<file path="src/rtl/skew_shift_bank.sv">
// skew_shift_bank: bank of word shift registers with load/upload/write/read and a skewed stream.
// Define SKEW_SHIFT_BANK_SKEW_EN to delay channel c by c steps during STREAM.
module skew_shift_bank #(
  parameter int DATA_WIDTH = 8,
  parameter int LENGTH     = 4,
  parameter int CHANNELS   = 4
) (
  input  logic                                   clk,
  input  logic                                   reset_n,
  input  logic                                   cmd_valid,
  output logic                                   cmd_ready,
  input  logic [2:0]                             ctrl_code,
  input  logic [CHANNELS*LENGTH*DATA_WIDTH-1:0]  data_in,
  input  logic [CHANNELS*DATA_WIDTH-1:0]         data_write,
  output logic [CHANNELS*LENGTH*DATA_WIDTH-1:0]  data_out,
  output logic                                   out_valid,
  output logic [CHANNELS*DATA_WIDTH-1:0]         data_read,
  output logic [CHANNELS-1:0]                    read_valid,
  output logic                                   stream_last
);
`ifdef SKEW_SHIFT_BANK_SKEW_EN
  localparam int SKEW = 1;
`else
  localparam int SKEW = 0;
`endif
  localparam int T  = LENGTH + SKEW * (CHANNELS - 1);
  localparam int TW = $clog2(T + 1);
  typedef enum logic {IDLE, STREAM} state_t;
  state_t r_state, w_next;
  logic [TW-1:0] r_t, w_step;
  logic [DATA_WIDTH-1:0] r_mem [CHANNELS][LENGTH];
  logic [CHANNELS*LENGTH*DATA_WIDTH-1:0] w_flat;
  logic [CHANNELS*DATA_WIDTH-1:0] w_sdata;
  logic [CHANNELS-1:0] w_svalid;
  logic w_go, w_stream_on;
  assign cmd_ready = r_state == IDLE;
  assign w_go = cmd_valid && cmd_ready;
  // w_step is the stream step whose outputs get registered on this edge
  assign w_step = (r_state == IDLE) ? '0 : r_t + TW'(1);
  assign w_stream_on = (r_state == IDLE) ? (w_go && ctrl_code == 3'd5) : (r_t != TW'(T - 1));
  always_comb begin
    w_next = r_state;
    if (r_state == IDLE && w_go && ctrl_code == 3'd5) w_next = STREAM;
    if (r_state == STREAM && r_t == TW'(T - 1)) w_next = IDLE;
  end
  always_comb begin
    w_flat   = '0;
    w_sdata  = '0;
    w_svalid = '0;
    for (int c = 0; c < CHANNELS; c++)
      for (int w = 0; w < LENGTH; w++) begin
        w_flat[(c*LENGTH+w)*DATA_WIDTH +: DATA_WIDTH] = r_mem[c][w];
        if (int'(w_step) == w + SKEW * c) begin
          w_sdata[c*DATA_WIDTH +: DATA_WIDTH] = r_mem[c][w];
          w_svalid[c] = 1'b1;
        end
      end
  end
  always_ff @(posedge clk or negedge reset_n) begin
    if (!reset_n) begin
      r_state     <= IDLE;
      r_t         <= '0;
      data_out    <= '0;
      out_valid   <= 1'b0;
      data_read   <= '0;
      read_valid  <= '0;
      stream_last <= 1'b0;
      for (int c = 0; c < CHANNELS; c++)
        for (int w = 0; w < LENGTH; w++) r_mem[c][w] <= '0;
    end else begin
      r_state     <= w_next;
      r_t         <= (r_state == STREAM && r_t != TW'(T - 1)) ? r_t + TW'(1) : '0;
      out_valid   <= 1'b0;
      data_read   <= w_stream_on ? w_sdata : '0;
      read_valid  <= w_stream_on ? w_svalid : '0;
      stream_last <= w_stream_on && w_step == TW'(T - 1);
      if (w_go) begin
        case (ctrl_code)
          3'd1: for (int c = 0; c < CHANNELS; c++)
                  for (int w = 0; w < LENGTH; w++)
                    r_mem[c][w] <= data_in[(c*LENGTH+w)*DATA_WIDTH +: DATA_WIDTH];
          3'd2: begin
            data_out  <= w_flat;
            out_valid <= 1'b1;
          end
          3'd3, 3'd4: for (int c = 0; c < CHANNELS; c++) begin
            for (int w = 0; w < LENGTH - 1; w++) r_mem[c][w] <= r_mem[c][w+1];
            r_mem[c][LENGTH-1] <= (ctrl_code == 3'd3) ? data_write[c*DATA_WIDTH +: DATA_WIDTH] : r_mem[c][0];
          end
          3'd6: for (int c = 0; c < CHANNELS; c++)
                  for (int w = 0; w < LENGTH; w++) r_mem[c][w] <= '0;
          default: ;
        endcase
        if (ctrl_code == 3'd4) begin
          for (int c = 0; c < CHANNELS; c++) data_read[c*DATA_WIDTH +: DATA_WIDTH] <= r_mem[c][0];
          read_valid <= '1;
        end
      end
    end
  end
endmodule

</file>
<file path="config.mk">
export PLATFORM = sky130hd
export DESIGN_NAME = skew_shift_bank
export DESIGN_NICKNAME = d
export VERILOG_FILES = /design/src/rtl/skew_shift_bank.sv
export SDC_FILE = /design/constraint.sdc
export NUM_CORES = 1
export LEC_CHECK = 0
export CAP_MARGIN = 15
export CORE_MARGIN = 2
export CORE_UTILIZATION = 30
export CTS_CLUSTER_DIAMETER = 200
export DETAILED_ROUTE_END_ITERATION = 10
export SLEW_MARGIN = 20
export SYNTH_ARGS = -nofsm -noshare
export SYNTH_HDL_FRONTEND = slang
export SYNTH_SLANG_ARGS = --single-unit
</file>
<file path="constraint.sdc">
create_clock -name clk -period 3.31 [get_ports clk]
set_input_delay 0.331 -clock clk [delete_from_list [all_inputs] [get_ports clk]]
set_output_delay 0.331 -clock clk [all_outputs]
set_load 0.01 [all_outputs]
</file>
==> flow_metrics.tcl, run 1 <==
set metrics [dict create \
    synth-seq-cells 295 \
    wirelength_um 47200 \
    worstMarginPinSlew_ns 0.822 \
    seq_area_frac_synth_pct 55.3 \
    hpwl_um 32700 \
    grt.total_usage_pct 20.2 \
    clk_latency_ns 0.54 \
    ios 333 \
    cpPeakStageDelay_ns 0.54 \
    nets 1603 \
    grt_overflow_total 0 \
    cp_max_fo 30 \
    cts_buffers 36 \
    grt_setup_unrepaired "no" \
    p_comb_share_pct 36.9 \
    cts_max_level 2 \
    cts_resized 0 \
    path_cells "ha_2 -> nand2_2 -> o221ai_1 -> a21oi_1 -> a22o_1" \
    switchingPower_mw 6.12 \
    wl_met3_um 2680 \
    min_period_over_period_pct 70.5 \
    intPower_mw 10.9 \
    placed_area_um2 17200 \
    fin_area_um2 18500 \
    m1WireLength_um 20100 \
    via_per_inst 5.19 \
    synth_warnings 0 \
    first_iter_violations 752 \
    timing.final.ws_setup_ns 0.977 \
    critPathKind "flip-flop to flip-flop" \
    row_count 77 \
    die_w_um 215 \
    die_y_um 215 \
    synthDistinctLibCells 35 \
    leakagePower_nw 8.02 \
    antenna_cells 0 \
    ant_nets 0 \
    crit_buf_inv 0 \
    tns_ns 0 \
    skew_ns 0.0138 \
    crit_start "r_t[0]$_DFF_PN0_" \
    cp-start-kind "flip-flop" \
    nFillCells 4237 \
    worstPathRequired_ns 3.73 \
    cp.arrival_ns 2.76 \
    grt_first_pass_wirelength_um 71200 \
    cts_tree "yes" \
    drc_errors 0 \
    vdd_drop_max_uv 510 \
    p_clk_share_pct 23.8 \
    cts-root-buf "clkbuf_16" \
    antenna_found_initial 1 \
    clk_pin_slew_ns 0.06 \
    cp_slowest_cell "nand2_2" \
    clkSinkCount 295 \
    syn_area_um2 13400 \
    syn_avg_cell_area_um2 11.7 \
    powerDensity_nw_per_um2 921 \
    period_minus_slack_ns 2.33 \
    maxSlewHeadroom_pct 45.0 \
    endpoint_kind "flip-flop" \
    design.core.area_um2 44100 \
    die-area_um2 46200 \
    met2_length_um 23200 \
    ctsLongestPathBuffers 3 \
    synth_cells 1143 \
    grt_pass1_vias 11000 \
    grt_max_degree 94 \
    syn_to_final_growth_pct 38.3 \
    fmax_mhz 429 \
    drv_cap 0 \
    initial_core_util_pct 30.3 \
    hold_class "input port to async pin" \
    drive_above_1_share_pct 13.2 \
    vias 10700 \
    r2r-start "r_t[0]$_DFF_PN0_" \
    route.detailed.wl_per_inst_um 23.0 \
    total_power_mw 17.0 \
    port_buffers 332 \
    outcome "complete, no violations" \
    pre_cts_slack_ns 0.870 \
    top_layer "met5" \
    slew_violations 0 \
    p_seq_share_pct 39.3 \
    first_pass_iters 5 \
    setup_viol 0 \
    path_delay_family "compound AO/OA/AOI/OAI gates" \
    synth_nets 1311 \
    timing.final.hold_violations 0 \
    p_sw_share_pct 36.0 \
    gp_congestion 0.809 \
]
-- cell families after synthesis --
kind of cell             count (synthesis)  share of synthesized area (%)
buffers and inverters                  115                           4.48
AO/OA/AOI/OAI                          393                           19.9
adder cells (fa/ha/maj)                  2                          0.187
flip-flops                             295                           55.3
multiplexers                           188                           15.6
AND/OR/NAND/NOR                        150                           4.63
-- layout make-up --
class	instances	area [um^2]	share of cell area, %
Tap cell	592	741	4.01
Multi-Input combinational cell	733	5430	29.4
Sequential cell	295	7380	40.0
Clock buffer	48	1030	5.56
Timing Repair Buffer	362	3680	19.9
Inverter	7	26.3	0.142
Clock inverter	18	181	0.983
-- flip-flops by register name (all words and copies together) (netlist names) --
signal       cells
data_out       128
r_t              3
stream_last      1
r_mem          128
data_read       32
read_valid       1
out_valid        1
r_state          1
-- worst paths after layout --
check | to | slack [ns] | cells after the start
worst max-delay path | data_read[16]$_DFF_PN0_ | 0.98 | 5
worst min-delay path | data_out[20]$_DFFE_PN0P_ | 0.38 | 2
worst max register to register | data_read[16]$_DFF_PN0_ | 0.98 | 5
worst min register to register | data_out[47]$_DFFE_PN0P_ | 0.49 | 1
max in group asynchronous | data_out[19]$_DFFE_PN0P_ | 1.85 | 3
min in group clk | r_mem[105]$_DFFE_PN0P_ | 0.46 | 3
-- stage by stage --
step	hold WS, ns	utilization, %	instances
floorplan	0.0354	-	1143
global placement	0.410	39.1	1988
detailed placement	0.408	39.1	1988
CTS	0.408	41.8	2055
global route	0.451	41.8	2055
finish	0.381	41.8	2055
-- power groups by stage --
stage               Clock [mW]  Sequential [mW]  Combinational [mW]
floorplan                    0             6.39                3.21
global placement             0             6.71                6.18
detailed placement           0             6.73                6.32
CTS                       4.15             6.68                6.35
global route              4.29             6.87                6.84
finish                    4.04             6.68                6.28
-- layout by cell type, fill, tap and decap left out, types with 5 or more instances in the layout --
cell / count
a21oi_1: 62
o21ai_1: 47
buf_12: 10
o21ai_0: 86
clkbuf_8: 6
a22oi_2: 10
inv_1: 7
dfrtp_1: 293
nand2_1: 131
buf_4: 19
a22o_1: 62
clkbuf_1: 5
a22oi_1: 86
clkdlybuf4s50_1: 330
clkinv_2: 10
mux2_1: 85
clkbuf_16: 37
o221ai_1: 30
mux2_2: 71
mux2i_1: 32
-- repair_timing --
action                                 4_1_cts  5_1_grt
endpoints found under the hold margin       85        0
buffers inserted                             0        0
setup endpoints to repair                    0        0
hold buffers                                 1        0
-- synth_stat cells --
master	count	share of area, %
nor2b_1	3	0.14
nand2b_1	4	0.19
buf_4	16	0.90
a22o_1	62	4.1
nand3_1	1	0.037
nand4b_1	1	0.066
o21ai_0	86	3.2
o21ai_1	48	1.8
a21oi_4	1	0.12
inv_1	7	0.20
buf_8	1	0.11
o21ai_4	1	0.12
clkbuf_1	36	1.0
nor3b_2	2	0.19
a221oi_1	2	0.13
ha_1	2	0.19
nor2b_2	1	0.066
nor2_1	3	0.084
a22oi_2	10	0.94
a21oi_1	62	2.3
buf_2	46	1.7
and2_1	1	0.047
mux2_1	85	7.2
dfrtp_1	295	55
buf_6	5	0.42
buf_1	4	0.11
o221a_2	2	0.17
and2b_4	1	0.075
nand2_1	133	3.7
o221ai_1	30	2.0
a21o_1	1	0.056
a22oi_1	86	4.8
mux2i_1	32	2.4
o2111ai_1	2	0.13
mux2_2	71	6.0
-- routing by layer --
metal	global-route usage, %	vias to the layer above
met4	6.51	2
li1	-	4795
met1	25.9	5419
met2	34.3	382
met3	4.12	66
met5	0	-
-- worst register-to-register path, delay by kind of cell, from the launching register on --
family	cells	cell delay (ns)
compound gates	3	0.75
simple gates	1	0.54
fa+ha+maj	1	0.52
flops	1	0.40
Power figures use the tool's default switching activity.
==> run 2, diff against run 1 <==
==> constraint.sdc (replaced) <==
create_clock -name clk -period 2.06 [get_ports clk]
set_input_delay 0.206 -clock clk [delete_from_list [all_inputs] [get_ports clk]]
set_output_delay 0.206 -clock clk [all_outputs]
set_load 0.01 [all_outputs]
==> flow_metrics.tcl, run 2 (synthesis gave the netlist of run 1 again) <==
set metrics [dict create \
    nFillCells 4161 \
    pre_cts_slack_ns 0.00300 \
    endpoint_kind "flip-flop" \
    vias 10700 \
    grt_setup_unrepaired "no" \
    clk_latency_ns 0.53 \
    grt_overflow_total 0 \
    critPathKind "flip-flop to flip-flop" \
    total_power_mw 27.4 \
    cts_tree "yes" \
    min_period_over_period_pct 96.2 \
    path_delay_family "compound AO/OA/AOI/OAI gates" \
    clkSinkCount 295 \
    initial_core_util_pct 30.3 \
    vdd_drop_max_uv 721 \
    cpPeakStageDelay_ns 0.40 \
    setup_viol 0 \
    crit_buf_inv 1 \
    outcome "complete, no violations" \
    cts_setup_buffers 0 \
    die_w_um 215 \
    via_per_inst 5.14 \
    drive_above_1_share_pct 14.9 \
    powerDensity_nw_per_um2 1450 \
    antenna_found_initial 2 \
    first_pass_iters 5 \
    tns_ns 0 \
    timing.final.ws_setup_ns 0.0783 \
    ios 333 \
    ant_nets 0 \
    grt_first_pass_wirelength_um 70400 \
    slew_violations 0 \
    cts_buffers 35 \
    worstMarginPinSlew_ns 0.647 \
    clk_pin_slew_ns 0.06 \
    design.core.area_um2 44100 \
    drv_cap 0 \
    maxSlewHeadroom_pct 56.9 \
    grt_max_degree 78 \
    first_iter_violations 772 \
    reg.largest.list "data_out x128, r_mem x128, data_read x32" \
    gp_congestion 0.846 \
    worstPathRequired_ns 2.48 \
    timing.final.hold_violations 0 \
    cp_max_fo 18 \
    route.detailed.wl_per_inst_um 22.4 \
    die-area_um2 46200 \
    path_cells "ha_2 -> buf_12 -> mux2_2 -> o221ai_1 -> a21oi_1 -> a22o_1" \
    grt.total_usage_pct 20.0 \
    nets 1640 \
    cp_slowest_cell "dfrtp_2" \
    cts_max_level 2 \
    syn_to_final_growth_pct 41.7 \
    hpwl_um 33400 \
    leakagePower_nw 8.24 \
    cp.arrival_ns 2.41 \
    layout_common_cells "clkdlybuf4s50_1 (330), dfrtp_1 (293), nand2_1 (131), a22oi_1 (86), o21ai_0 (86)" \
    wirelength_um 46800 \
    row_count 77 \
    period_minus_slack_ns 1.98 \
    die_y_um 215 \
    skew_ns 0.00877 \
    fmax_mhz 505 \
    hold_class "input port to async pin" \
    layout.cells.most_common "clkdlybuf4s50_1" \
    ctsLongestPathBuffers 3 \
    port_buffers 332 \
    cp-start-kind "flip-flop" \
    cts-root-buf "clkbuf_16" \
    grt_pass1_vias 11000 \
    drc_errors 0 \
]
[run 2: cell count changes in the layout (fill, tap and decap cells not counted)]
cell,before,now
buf_12,10,28
buf_4,19,39
bufinv_16,3,1
clkbuf_1,5,9
clkbuf_8,6,9
clkinv_2,10,3
diode_2,0,1
inv_6,3,0
o221ai_1,30,29
o221ai_2,0,1
[run 2: power by group]
group / leakage (nW) / switching (mW) / internal (mW)
logic: 3.88 / 4.74 / 5.71
registers: 3.80 / 2.55 / 8.20
clock network: 0.557 / 2.46 / 3.73
total: 8.24 / 9.75 / 17.6
[run 2: metrics by stage]
step                hold slack, ns  std cells  area [um^2]  utilization (%)
CTS                          0.265       2088        18900             42.9
floorplan                  -0.0896       1143        13400                -
global route                 0.305       2089        18900             42.9
detailed placement           0.238       2026        17800             40.2
global placement             0.238       2026        17800             40.2
finish                       0.274       2089        18900             42.9
[run 2: worst paths after layout]
path                                     startpoint                        to  slack, ns  depth (start not counted)
setup / recovery                   r_t[0]$_DFF_PN0_   data_read[16]$_DFF_PN0_       0.08                          6
hold / removal                              reset_n    r_mem[123]$_DFFE_PN0P_       0.27                          2
setup reg to reg                   r_t[0]$_DFF_PN0_   data_read[16]$_DFF_PN0_       0.08                          6
hold reg to reg            data_out[41]$_DFFE_PN0P_  data_out[41]$_DFFE_PN0P_       0.49                          1
max in group asynchronous                   reset_n     r_mem[44]$_DFFE_PN0P_       1.10                          3
min in group clk                         data_in[9]    r_mem[113]$_DFFE_PN0P_       0.35                          3
[run 2: timing repair]
action | 4_1_cts | 5_1_grt
gates resized for setup | 0 | 1
endpoints found under the setup margin | 0 | 1
hold buffers | 1 | 0
endpoints found under the hold margin | 52 | 0
[run 2: layer usage]
layer	vias up	wire length, um	GRT usage (%)
li1	4868	-	-
met3	84	3190	4.53
met1	5343	19100	24.8
met5	-	14	0
met4	2	1550	7.77
met2	444	22900	33.9
[run 2: layout make-up]
cell class / count / area, um^2 / area share, %
flip-flops and latches: 295 / 7380 / 39.0
multi-input cells: 733 / 5440 / 28.7
repair buffers: 400 / 4190 / 22.1
clock buffers: 55 / 1080 / 5.73
well taps: 592 / 741 / 3.92
clock inverters: 6 / 60.1 / 0.317
inverters: 7 / 26.3 / 0.139
diodes: 1 / 2.50 / 0.0132
==> run 3, diff against run 2 <==
==> constraint.sdc (replaced) <==
create_clock -name clk -period 2 [get_ports clk]
set_input_delay 0.2 -clock clk [delete_from_list [all_inputs] [get_ports clk]]
set_output_delay 0.2 -clock clk [all_outputs]
set_load 0.01 [all_outputs]
==> flow_metrics.tcl, run 3 (synthesis gave the netlist of run 1 again) <==
set metrics [dict create \
    grt.total_usage_pct 20.4 \
    antenna_cells 0 \
    clkSinkCount 295 \
    first_pass_iters 5 \
    layout.cells.most_common "clkdlybuf4s50_1" \
    endpoint_kind "flip-flop" \
    row_count 77 \
    period_minus_slack_ns 1.91 \
    leakagePower_nw 8.29 \
    reg.largest.list "data_out x128, r_mem x128, data_read x32" \
    die_y_um 215 \
    vdd_drop_max_uv 639 \
    port_buffers 332 \
    critPathKind "flip-flop to flip-flop" \
    design.core.area_um2 44100 \
    crit_start "r_t[0]$_DFF_PN0_" \
    maxSlewHeadroom_pct 57.3 \
    drive_above_1_share_pct 15.2 \
    cts_tree "yes" \
    outcome "complete, no violations" \
    timing.hold.ws_ns 0.267 \
    grt_first_pass_wirelength_um 72100 \
    grt_setup_unrepaired "no" \
    vias 11000 \
    skew_ns 0.00966 \
    worstPathRequired_ns 2.42 \
    wirelength_um 47700 \
    min_period_over_period_pct 95.3 \
    grt_pass1_vias 11100 \
    clk_pin_slew_ns 0.06 \
    grt_max_degree 68 \
    cp.arrival_ns 2.32 \
    ios 333 \
    cp-start-kind "flip-flop" \
    worstMarginPinSlew_ns 0.640 \
    die-area_um2 46200 \
    slew_violations 0 \
    post-route-util_pct 43.1 \
    cpPeakStageDelay_ns 0.42 \
    first_iter_violations 816 \
    multi_input_area_um2 5450 \
    cp_slowest_cell "dfrtp_2" \
    layout_common_cells "clkdlybuf4s50_1 (330), dfrtp_1 (293), nand2_1 (131), a22oi_1 (86), o21ai_0 (86)" \
    hold_class "input port to async pin" \
    syn_to_final_growth_pct 42.4 \
    ctsLongestPathBuffers 3 \
    via_per_inst 5.25 \
    clk_latency_ns 0.54 \
    hpwl_um 34100 \
    path_cells "ha_4 -> buf_12 -> mux2_2 -> o221ai_1 -> a21oi_1 -> a22o_1" \
    r2r-start "r_t[0]$_DFF_PN0_" \
    nets 1646 \
    cts-root-buf "clkbuf_16" \
    initial_core_util_pct 30.3 \
    drc_errors 0 \
    cts_buffers 36 \
    timing.final.hold_violations 0 \
    die_w_um 215 \
    gp_congestion 0.849 \
    regArea_um2 7380 \
    cp_max_fo 15 \
    drv_cap 0 \
    antenna_found_initial 1 \
    setup_viol 0 \
    ant_nets 0 \
    powerDensity_nw_per_um2 1510 \
    nFillCells 4176 \
    cts_max_level 2 \
    cts_setup_buffers 0 \
    route.detailed.wl_per_inst_um 22.8 \
    fmax_mhz 525 \
    total_power_mw 28.7 \
    grt_overflow_total 0 \
]
run 3: worst max-delay path: cells and delay by family (launching register included):
kind	cells	cell delay (ns)
compound gates	3	0.49
flops	1	0.42
mux	1	0.35
fa+ha+maj	1	0.33
buf+inv	1	0.17
run 3: through the flow:
step | TNS [ns] | instances | cell area [um^2] | worst slack, ns
finish | 0 | 2094 | 19000 | 0.0936
detailed placement | -0.0441 | 2031 | 17800 | -0.0343
global placement | 0 | 2031 | 17800 | 0.0132
floorplan | 0 | 1143 | 13400 | 0.103
CTS | 0 | 2094 | 19000 | 0.0571
global route | 0 | 2094 | 19000 | 0.00622
run 3: what timing repair did:
item                                    in CTS  in global routing
pin swaps                                    0                  1
endpoints found under the setup margin       2                  2
hold buffers                                 1                  0
resized for setup                            1                  2
endpoints found under the hold margin       54                  0
run 3: area by class of cell:
class	count	area share [%]
flip-flops and latches	295	38.8
multi-input cells	733	28.7
repair buffers	405	22.2
clock buffers	54	5.52
well taps	592	3.89
clock inverters	8	0.750
inverters	7	0.138
run 3: power by group:
group / switching (mW) / leakage, nW / internal, mW / total [mW]
clock network: 2.58 / 0.580 / 4.13 / 6.71
registers: 2.65 / 3.80 / 8.44 / 11.1
logic: 4.93 / 3.90 / 5.98 / 10.9
run 3: final timing paths:
kind,end,slack [ns],cells past startpoint
setup / recovery,data_read[20]$_DFF_PN0_,0.09,6
hold / removal,r_mem[106]$_DFFE_PN0P_,0.27,2
setup reg to reg,data_read[20]$_DFF_PN0_,0.09,6
hold reg to reg,data_out[8]$_DFFE_PN0P_,0.49,1
max in group asynchronous,data_out[86]$_DFFE_PN0P_,1.05,3
min in group clk,r_mem[85]$_DFFE_PN0P_,0.34,3
run 3: metal layers:
layer | GRT usage, % | vias up | routed length, um
li1 | - | 4886 | -
met1 | 25.8 | 5582 | 19800
met2 | 34.7 | 456 | 23500
met3 | 4.43 | 64 | 3300
met4 | 6.46 | 2 | 1040
met5 | 0 | - | 13
